### src/rtl/boot_ctrl.sv
// rtl/boot_ctrl.sv - bootloader command core: byte protocol to multi-CS SPI flash and warmboot
module boot_ctrl #(
    parameter int CS_NUM         = 1,
    parameter int SCK_DIV        = 1,
    parameter int TIMEOUT_CYCLES = 16000000
) (
    input  logic              clk_i,
    input  logic              rstn_i,
    input  logic [7:0]        out_data_i,
    input  logic              out_valid_i,
    output logic              out_ready_o,
    output logic [7:0]        in_data_o,
    output logic              in_valid_o,
    input  logic              in_ready_i,
    output logic              sck_o,
    output logic [CS_NUM-1:0] csn_o,
    output logic              mosi_o,
    input  logic              miso_i,
    output logic [1:0]        boot_sel_o,
    output logic              boot_o,
    output logic              timeout_o
);

    localparam int              DW       = (SCK_DIV > 1) ? $clog2(SCK_DIV) : 1;
    localparam logic [DW-1:0]   DIV_LAST = DW'(SCK_DIV - 1);
    localparam logic [4:0]      CS_LIM   = 5'(CS_NUM);
    localparam logic [31:0]     TMO      = 32'(TIMEOUT_CYCLES);

    typedef enum logic [3:0] {
        S_IDLE, S_BOOT_IDX, S_BOOTING, S_HDR, S_CS_SETUP,
        S_WR_WAIT, S_WR_SHIFT, S_RD_SHIFT, S_RD_PUSH, S_CS_HOLD
    } state_t;

    state_t            state;
    logic [1:0]        hdr_cnt;
    logic [15:0]       wlen;
    logic [15:0]       rlen;
    logic [3:0]        cs_idx;
    logic [DW-1:0]     div_cnt;
    logic [2:0]        bit_cnt;
    logic [6:0]        tx_sr;
    logic [7:0]        rx_sr;
    logic [31:0]       tcnt;
    logic [CS_NUM-1:0] cs_sel;
    logic              accept;
    logic              tmo_run;
    logic              tmo_hit;

    assign out_ready_o = rstn_i && (state == S_IDLE || state == S_BOOT_IDX ||
                                    state == S_HDR  || state == S_WR_WAIT);
    assign accept  = out_valid_i && out_ready_o;
    assign tmo_run = (TMO != 32'd0) && !out_valid_i &&
                     (state == S_BOOT_IDX || state == S_HDR || state == S_WR_WAIT);
    assign tmo_hit = tmo_run && (tcnt + 32'd1 == TMO);

    always_comb begin
        cs_sel = '0;
        for (int i = 0; i < CS_NUM; i++) begin
            cs_sel[i] = (cs_idx == 4'(i));
        end
    end

    always_ff @(posedge clk_i or negedge rstn_i) begin
        if (!rstn_i) begin
            state      <= S_IDLE;
            hdr_cnt    <= '0;
            wlen       <= '0;
            rlen       <= '0;
            cs_idx     <= '0;
            div_cnt    <= '0;
            bit_cnt    <= '0;
            tx_sr      <= '0;
            rx_sr      <= '0;
            tcnt       <= '0;
            in_data_o  <= '0;
            in_valid_o <= 1'b0;
            sck_o      <= 1'b0;
            csn_o      <= '1;
            mosi_o     <= 1'b0;
            boot_sel_o <= '0;
            boot_o     <= 1'b0;
            timeout_o  <= 1'b0;
        end else begin
            timeout_o <= 1'b0;
            tcnt      <= tmo_run ? tcnt + 32'd1 : 32'd0;
            if (tmo_hit) begin
                // stalled host: drop the partial command and release the bus
                state     <= S_IDLE;
                timeout_o <= 1'b1;
                csn_o     <= '1;
                sck_o     <= 1'b0;
                mosi_o    <= 1'b0;
                hdr_cnt   <= '0;
                wlen      <= '0;
                rlen      <= '0;
            end else begin
                case (state)
                    S_IDLE: if (accept) begin
                        cs_idx  <= ({1'b0, out_data_i[3:0]} < CS_LIM) ? out_data_i[3:0] : 4'd0;
                        hdr_cnt <= '0;
                        if (out_data_i[7:4] == 4'h0) state <= S_BOOT_IDX;
                        else if (out_data_i[7:4] == 4'h1) state <= S_HDR;
                    end
                    S_BOOT_IDX: if (accept) begin
                        boot_sel_o <= out_data_i[1:0];
                        state      <= S_BOOTING;
                    end
                    S_BOOTING: boot_o <= 1'b1;
                    S_HDR: if (accept) begin
                        hdr_cnt <= hdr_cnt + 2'd1;
                        case (hdr_cnt)
                            2'd0: wlen[7:0]  <= out_data_i;
                            2'd1: wlen[15:8] <= out_data_i;
                            2'd2: rlen[7:0]  <= out_data_i;
                            2'd3: begin
                                rlen[15:8] <= out_data_i;
                                if (wlen == 16'd0 && rlen[7:0] == 8'd0 && out_data_i == 8'd0) begin
                                    state <= S_IDLE;
                                end else begin
                                    state   <= S_CS_SETUP;
                                    csn_o   <= ~cs_sel;
                                    div_cnt <= '0;
                                    bit_cnt <= '0;
                                end
                            end
                        endcase
                    end
                    S_CS_SETUP: begin
                        if (div_cnt != DIV_LAST) begin
                            div_cnt <= div_cnt + DW'(1);
                        end else begin
                            div_cnt <= '0;
                            mosi_o  <= 1'b0;
                            state   <= (wlen != 16'd0) ? S_WR_WAIT : S_RD_SHIFT;
                        end
                    end
                    S_WR_WAIT: if (accept) begin
                        tx_sr   <= out_data_i[6:0];
                        mosi_o  <= out_data_i[7];
                        div_cnt <= '0;
                        bit_cnt <= '0;
                        state   <= S_WR_SHIFT;
                    end
                    S_WR_SHIFT, S_RD_SHIFT: begin
                        if (div_cnt != DIV_LAST) begin
                            div_cnt <= div_cnt + DW'(1);
                        end else if (!sck_o) begin
                            div_cnt <= '0;
                            sck_o   <= 1'b1;
                            rx_sr   <= {rx_sr[6:0], miso_i};
                        end else begin
                            div_cnt <= '0;
                            sck_o   <= 1'b0;
                            bit_cnt <= bit_cnt + 3'd1;
                            tx_sr   <= {tx_sr[5:0], 1'b0};
                            mosi_o  <= (state == S_WR_SHIFT) ? tx_sr[6] : 1'b0;
                            if (bit_cnt == 3'd7) begin
                                mosi_o <= 1'b0;
                                if (state == S_RD_SHIFT) begin
                                    in_data_o  <= rx_sr;
                                    in_valid_o <= 1'b1;
                                    state      <= S_RD_PUSH;
                                end else if (wlen != 16'd1) begin
                                    wlen  <= wlen - 16'd1;
                                    state <= S_WR_WAIT;
                                end else begin
                                    wlen  <= '0;
                                    state <= (rlen != 16'd0) ? S_RD_SHIFT : S_CS_HOLD;
                                end
                            end
                        end
                    end
                    S_RD_PUSH: if (in_ready_i) begin
                        in_valid_o <= 1'b0;
                        rlen       <= rlen - 16'd1;
                        state      <= (rlen != 16'd1) ? S_RD_SHIFT : S_CS_HOLD;
                    end
                    S_CS_HOLD: begin
                        if (div_cnt != DIV_LAST) begin
                            div_cnt <= div_cnt + DW'(1);
                        end else begin
                            div_cnt <= '0;
                            csn_o   <= '1;
                            state   <= S_IDLE;
                        end
                    end
                    default: state <= S_IDLE;
                endcase
            end
        end
    end

endmodule

### config.mk
export PLATFORM = sky130hd
export DESIGN_NAME = boot_ctrl
export DESIGN_NICKNAME = d
export VERILOG_FILES = /design/src/rtl/boot_ctrl.sv
export SDC_FILE = /design/constraint.sdc
export NUM_CORES = 1
export LEC_CHECK = 0
export ABC_AREA = 1
export CAP_MARGIN = 10
export CORE_AREA = 2 2 151 124
export CTS_CLUSTER_DIAMETER = 60
export DETAILED_ROUTE_END_ITERATION = 8
export DIE_AREA = 0 0 153 126
export GPL_ROUTABILITY_DRIVEN = 1
export PLACE_DENSITY = 0.54
export SYNTH_ARGS = -nofsm -noshare
export SYNTH_HDL_FRONTEND = slang
export SYNTH_SLANG_ARGS = --single-unit
### constraint.sdc
create_clock -name clk_i -period 4.1 [get_ports clk_i]
set_input_delay 0.82 -clock clk_i [delete_from_list [all_inputs] [get_ports clk_i]]
set_output_delay 0.82 -clock clk_i [all_outputs]
set_load 0.01 [all_outputs]
==> results of run 1 <==
routing by layer:
| layer | vias to the layer above | routed length (µm) |
|---|---|---|
| li1 | 3217 | - |
| met1 | 2851 | 9800 |
| met2 | 165 | 7430 |
| met3 | 6 | 1090 |
| met4 | 0 | 151 |
| met5 | - | 0 |
per-stage QoR:
step	util, %	total power, W	std cells	hold WS (ns)
6_report	44.0	0.00401	1259	0.476
5_1_grt	44.0	0.00434	1259	0.498
4_1_cts	44.0	0.00405	1259	0.480
3_5_place_dp	42.1	0.00301	1243	0.455
3_3_place_gp	42.1	0.00301	1243	0.456
2_1_floorplan	-	0.00265	999	0.437
state kept, by name, summed over array words and instances, names as in the netlist, 4 cells and up:
signal,flops
tcnt,32
rlen,16
wlen,16
in_data_o,8
rx_sr,8
tx_sr,7
cs_idx,4
state,4
worst reg2reg max path, stage by stage, from the launching register on:
cell     delay [ns]
dfrtp_1        0.46
ha_1           0.24
inv_1          0.09
nor2_4         0.16
nand2_2        0.12
nor2_2         0.21
nand2_1        0.07
nand2_1        0.16
nand2_1        0.07
nor2_1         0.13
nand2_1        0.07
nor2_2         0.14
nand3_4        0.25
buf_4          0.33
nand3_4        0.14
nand2_4        0.16
nand2_1        0.12
o21ai_2        0.05
cell type report:
type	instances	area share (%)
multi-input combinational	757	47.8
timing repair buffer	34	4.16
clock inverter	7	1.49
clock buffer	9	2.88
sequential	108	34.6
tap	230	3.68
inverter	114	5.47
power breakdown:
part	internal (W)	total, W	switching (W)
Combinational	0.000531	0.00143	0.000899
Sequential	0.00132	0.00157	0.000250
Clock	0.000555	0.00101	0.000453
Total	0.00240	0.00401	0.00160
cell usage after synthesis:
cell type / count
or2_2: 6
buf_6: 5
nor2_8: 1
nand3_4: 3
nor2_2: 13
nand2_1: 307
buf_1: 1
or3_1: 1
and2_1: 1
o21ai_2: 24
o21ai_0: 51
nor2_4: 6
inv_1: 112
nand3b_1: 14
o21bai_1: 3
or2_1: 1
dfrtp_1: 107
a21oi_2: 1
nand2_2: 12
nor2_1: 139
xor2_1: 13
a21oi_1: 27
a21boi_0: 1
o2111ai_1: 1
nand2_4: 3
a21boi_1: 1
nand4_1: 8
o22ai_1: 3
o31ai_1: 2
ha_1: 12
buf_2: 3
inv_2: 2
nor3_1: 9
clkbuf_1: 11
mux2_2: 1
o21ai_1: 10
o211ai_1: 9
dfstp_2: 1
xnor2_1: 5
nor4_1: 3
nand3_1: 66
cell families (layout without fill, tap and decap cells):
group                      count (synthesis)  count (layout)  share of synthesized area [%]
and+or+nand+nor                          593             593                           37.4
muxes                                      1               1                          0.161
buffers and inverters                    134             164                           7.79
adders and majority gates                 12              12                           2.15
xor gates and xnor gates                  18              18                           2.26
DFF                                      108             108                           38.7
AOI/OAI and AO/OA                        133             133                           11.6
worst max path at each step:
stage | from | endpoint | slack (ns) | cells after the start
detailed placement | out_valid_i | wlen[6] | 0.86 | 14
global route | tcnt[0] | rlen[9] | 0.70 | 15
CTS | tcnt[0] | rlen[8] | 1.01 | 17
floorplan | tcnt[0] | wlen[6] | 1.86 | 17
finish | tcnt[0] | rlen[8] | 1.01 | 17
global placement | out_valid_i | wlen[3] | 0.86 | 14
==> flow_metrics.tcl, run 1 <==
set metrics [dict create \
    outcome "complete, no violations" \
    synth_top_cell_area_share_pct 38.3 \
    min_period_ns 3.09 \
    drive_gt1_share_pct 9.23 \
    cts_buffer_depth 2 \
    grt_overflow 0 \
    drt-initial-drc-count 417 \
    final_nets 1049 \
    hpwl_mm 13.7 \
    boundaryPins 30 \
    die_width_um 153 \
    cts_buffers 9 \
    multi_input_area_mm2 0.00374 \
    crit_chain "ha_1 > inv_1 > nor2_4 > nand2_2 > nor2_2 > nand2_1 > nand2_1 > nand2_1 > nor2_1 > nand2_1 > nor2_2 > nand3_4 > buf_4 > nand3_4 > nand2_4 > nand2_1 > o21ai_2" \
    setup_viol 0 \
    finClkSkew_ns 0.00976 \
    final_common_cell "nand2_1" \
    clkLatencyLatePin_ns 0.36 \
    yosysSeqAreaShare_pct 38.7 \
    rsz0062_at_grt "no" \
    register_area_mm2 0.00270 \
    ff2ff_path_depth 17 \
    first_pass_iters 5 \
    gp_congestion 0.851 \
    n_antenna_cell 0 \
    grt_util_met3_pct 4.16 \
    crit_arrival_ns 3.33 \
    core_area_mm2 0.0178 \
    r2r-start "tcnt[0]" \
    p_leak_nw 3.70 \
    min_delay_path_depth 2 \
    grt_first_pass_wirelength_mm 30.5 \
    crit_buf_inv 2 \
    synth_top_area_cell "dfrtp_1" \
    power_density_mw_per_mm2 512 \
    die_height_um 126 \
    synth_seq_cells 108 \
    fmax_mhz 324 \
    hold_path_startpoint "cs_idx[3]" \
    place_ws_ns 0.862 \
    setup_tns_ns 0 \
    cts_root_buf "clkbuf_16" \
    yosys_warnings 0 \
    hold_class "reg -> reg" \
    grt-busiest-layer "met1" \
    met2_usage_pct 27.9 \
    finalMaxSlewViolations 0 \
    grt_max_degree 59 \
    timing.final.hold_violations 0 \
    num_vias 6239 \
    place_area_mm2 0.00748 \
    cp_max_fo 23 \
    syn_inst 999 \
    antenna_found_initial 0 \
    synth_fp_nets 1024 \
    via_per_inst 4.96 \
    cts_max_level 3 \
    grt_usage_pct 19.8 \
    die-area_mm2 0.0193 \
    yosys-top-cells-area "dfrtp_1 (38%), nand2_1 (16%), nor2_1 (7.5%)" \
    r2r_slack_ns 1.01 \
    post_drt_wl_per_cell_um 14.7 \
    critical_path_class "reg -> reg" \
    crit_path_start_kind "flop" \
    holdPathEnd "cs_idx[3]" \
    slew_headroom_pct 48.2 \
    worstReg2RegEnd "rlen[8]" \
    timing.final.crit_share_pct 75.3 \
    drc_errors 0 \
    ant_nets 0 \
    cpPeakStageDelay_ns 0.46 \
    fin_area_mm2 0.00782 \
    cp-end-kind "flop" \
    io_buffers 29 \
    maxCapViolCount 0 \
    ctsResizeCount 0 \
    post_cts.repair.setup_buffers 0 \
    irDropWorstVdd_v 0.000244 \
    cts_tree "yes" \
    layout_common_cells "nand2_1 (307), nor2_1 (139), inv_1 (112), dfrtp_1 (107), nand3_1 (66)" \
    fin_ws_ns 1.01 \
    cpMostUsedCell "nand2_1" \
    cp_top_family "simple AND/OR/NAND/NOR gates" \
    grt_pass1_vias 5774 \
    grt_use_met1_pct 31.1 \
    synthToLayoutAreaGrowth_pct 12.0 \
    synth_area_per_cell_um2 6.99 \
    path_clk_slew_ns 0.08 \
    cts.sinks 108 \
    netlist_area_mm2 0.00698 \
    fill_cells 1881 \
    num_rows 44 \
    cp.required_ns 4.34 \
    start_util_pct 39.3 \
    tightest_slew_ns 0.774 \
    synth_cell_types 41 \
    cts.hold.buffers_added 0 \
    critPathSlowestCell "dfrtp_1" \
    routed_wl_mm 18.5 \
]
(Power assumes the default switching activity.)
==> run 2: changes to the inputs <==
--- a/config.mk
+++ b/config.mk
@@ -12,7 +12,7 @@
 export DETAILED_ROUTE_END_ITERATION = 8
 export DIE_AREA = 0 0 153 126
 export GPL_ROUTABILITY_DRIVEN = 1
-export PLACE_DENSITY = 0.54
+export PLACE_DENSITY = 0.56
 export SYNTH_ARGS = -nofsm -noshare
 export SYNTH_HDL_FRONTEND = slang
 export SYNTH_SLANG_ARGS = --single-unit
==> constraint.sdc (replaced) <==
create_clock -name clk_i -period 2.55 [get_ports clk_i]
set_input_delay 0.51 -clock clk_i [delete_from_list [all_inputs] [get_ports clk_i]]
set_output_delay 0.51 -clock clk_i [all_outputs]
set_load 0.01 [all_outputs]
==> flow_metrics.tcl, run 2 (synthesis results as in run 1) <==
set metrics [dict create \
    drive_gt1_share_pct 19.3 \
    cts_root_buf "clkbuf_16" \
    via_per_inst 4.95 \
    path_clk_slew_ns 0.08 \
    num_rows 44 \
    min_period_ns 2.45 \
    cp_max_fo 8 \
    synthToLayoutAreaGrowth_pct 22.9 \
    boundaryPins 30 \
    largestRegisters "tcnt (32), rlen (16), wlen (16)" \
    finalMaxSlewViolations 0 \
    rsz0062_at_grt "yes" \
    cts.sinks 108 \
    n_antenna_cell 0 \
    grt_first_pass_wirelength_mm 30.8 \
    critical_path_class "reg -> reg" \
    outcome "complete, no violations" \
    critPathSlowestCell "dfrtp_1" \
    hpwl_mm 13.7 \
    cp-end-kind "flop" \
    cpPeakStageDelay_ns 0.41 \
    drc_errors 0 \
    start_util_pct 39.3 \
    cts.hold.buffers_added 0 \
    io_buffers 29 \
    grt_max_degree 109 \
    hold_class "in -> async" \
    power_density_mw_per_mm2 773 \
    routed_wl_mm 19.2 \
    fin_area_mm2 0.00858 \
    p_leak_nw 4.05 \
    grt_usage_pct 19.9 \
    fmax_mhz 408 \
    largest_reg_flops 32 \
    cts_max_level 3 \
    grt_pass1_vias 5821 \
    slew_headroom_pct 57.9 \
    maxCapViolCount 0 \
    timing.final.crit_share_pct 96.2 \
    antenna_found_initial 0 \
    drt-initial-drc-count 512 \
    fill_cells 1813 \
    crit_path_start_kind "flop" \
    fin_util_pct 48.3 \
    timing.final.hold_violations 0 \
    tightest_slew_ns 0.631 \
    cp_top_family "simple AND/OR/NAND/NOR gates" \
    clkLatencyLatePin_ns 0.37 \
    top_register "tcnt" \
    holdWs_ns 0.243 \
    placedCellCount 1278 \
    gp_congestion 0.879 \
    instances_no_fill 1312 \
    crit_arrival_ns 2.70 \
    irDropWorstVdd_v 0.000362 \
    post_drt_wl_per_cell_um 14.6 \
    final_nets 1102 \
    grt_overflow 0 \
    cpMostUsedCell "nand2_1" \
    cts_buffers 9 \
    cts_tree "yes" \
    die-area_mm2 0.0193 \
    ant_nets 0 \
    setup_viol 0 \
    cts_buffer_depth 2 \
    crit_buf_inv 2 \
    place_area_mm2 0.00777 \
    finClkSkew_ns 0.0157 \
    layout_common_cells "nand2_1 (284), nor2_1 (121), inv_1 (109), dfrtp_1 (103), nand3_1 (56)" \
    crit_chain "ha_4 > inv_2 > nor2_4 > nand2_4 > nor2_4 > nand2_1 > nand2_1 > nand2_1 > nor2_1 > nand2_2 > nor2_4 > nand3_4 > nand3_2 > nand2_4 > buf_12 > nand2_1 > o21ai_2" \
    core_area_mm2 0.0178 \
    setup_tns_ns 0 \
    die_height_um 126 \
    first_pass_iters 5 \
    num_vias 6496 \
    cp.required_ns 2.80 \
    die_width_um 153 \
    final_common_cell "nand2_1" \
]
## run 2: cell count changes in the layout (fill, tap and decap cells not counted), sizes merged
cell,before,now
dlymetal6s2s,0,1
clkinvlp,0,1
buf,6,55
clkinv,1,3
inv,118,117
clkdlybuf4s50,28,27
nand2,322,323
nand3,69,70
bufinv,2,0
clkbuf,9,11
## run 2: per-stage QoR
step / setup slack [ns] / total power, W
2_1_floorplan: 0.310 / 0.00426
3_3_place_gp: -0.00719 / 0.00496
3_5_place_dp: -0.0329 / 0.00497
4_1_cts: 0.000673 / 0.00648
5_1_grt: -0.0659 / 0.00721
6_report: 0.0978 / 0.00664
## run 2: worst reg2reg max path, stage by stage (launching register included)
cell and delay (ns):
dfrtp_1 0.41, ha_4 0.18, inv_2 0.05, nor2_4 0.19, nand2_4 0.12, nor2_4 0.16
nand2_1 0.08, nand2_1 0.06, nand2_1 0.06, nor2_1 0.13, nand2_2 0.10, nor2_4 0.19
nand3_4 0.15, nand3_2 0.11, nand2_4 0.08, buf_12 0.15, nand2_1 0.07, o21ai_2 0.05
## run 2: power by group
part	internal (W)	switching, W	leakage (nW)	total, W
clock	0.000701	0.000754	0.146	0.00145
sequential	0.00212	0.000400	1.42	0.00252
combinational	0.00107	0.00159	2.48	0.00266
## run 2: layer usage
metal | share of wire, % | wire (µm) | vias up | global-route usage [%]
met5 | 0 | 0 | - | 0
met4 | 1.1 | 212 | 0 | 4.63
met3 | 6.0 | 1140 | 17 | 3.96
met2 | 41 | 7850 | 158 | 27.0
met1 | 52 | 9960 | 2981 | 31.9
li1 | - | - | 3340 | -
## run 2: cell type report
class,count,area [µm²],area share [%]
Multi-Input combinational cell,759,4050,47.2
Inverter,114,428,4.98
Clock buffer,9,225,2.62
Clock inverter,7,80.1,0.933
Sequential cell,108,2710,31.6
Timing Repair Buffer,85,802,9.34
Tap cell,230,288,3.35
## run 2: final timing paths
check	start	slack, ns	cells past startpoint	endpoint
worst max-delay path	tcnt[0]	0.1	17	wlen[3]
worst min-delay path	rstn_i	0.24	2	tcnt[26]
worst max register to register	tcnt[0]	0.1	17	wlen[3]
worst min register to register	csn_o	0.47	2	csn_o
max in group asynchronous	rstn_i	1.77	2	state[1]
min in group clk_i	csn_o	0.47	2	csn_o
## run 2: repair_timing
| action | CTS | global route |
|---|---|---|
| buffers inserted | 0 | 14 |
| gates cloned | 0 | 4 |
| endpoints found under the setup margin | 9 | 45 |
| gates resized for setup | 4 | 92 |
| pin swaps | 0 | 20 |
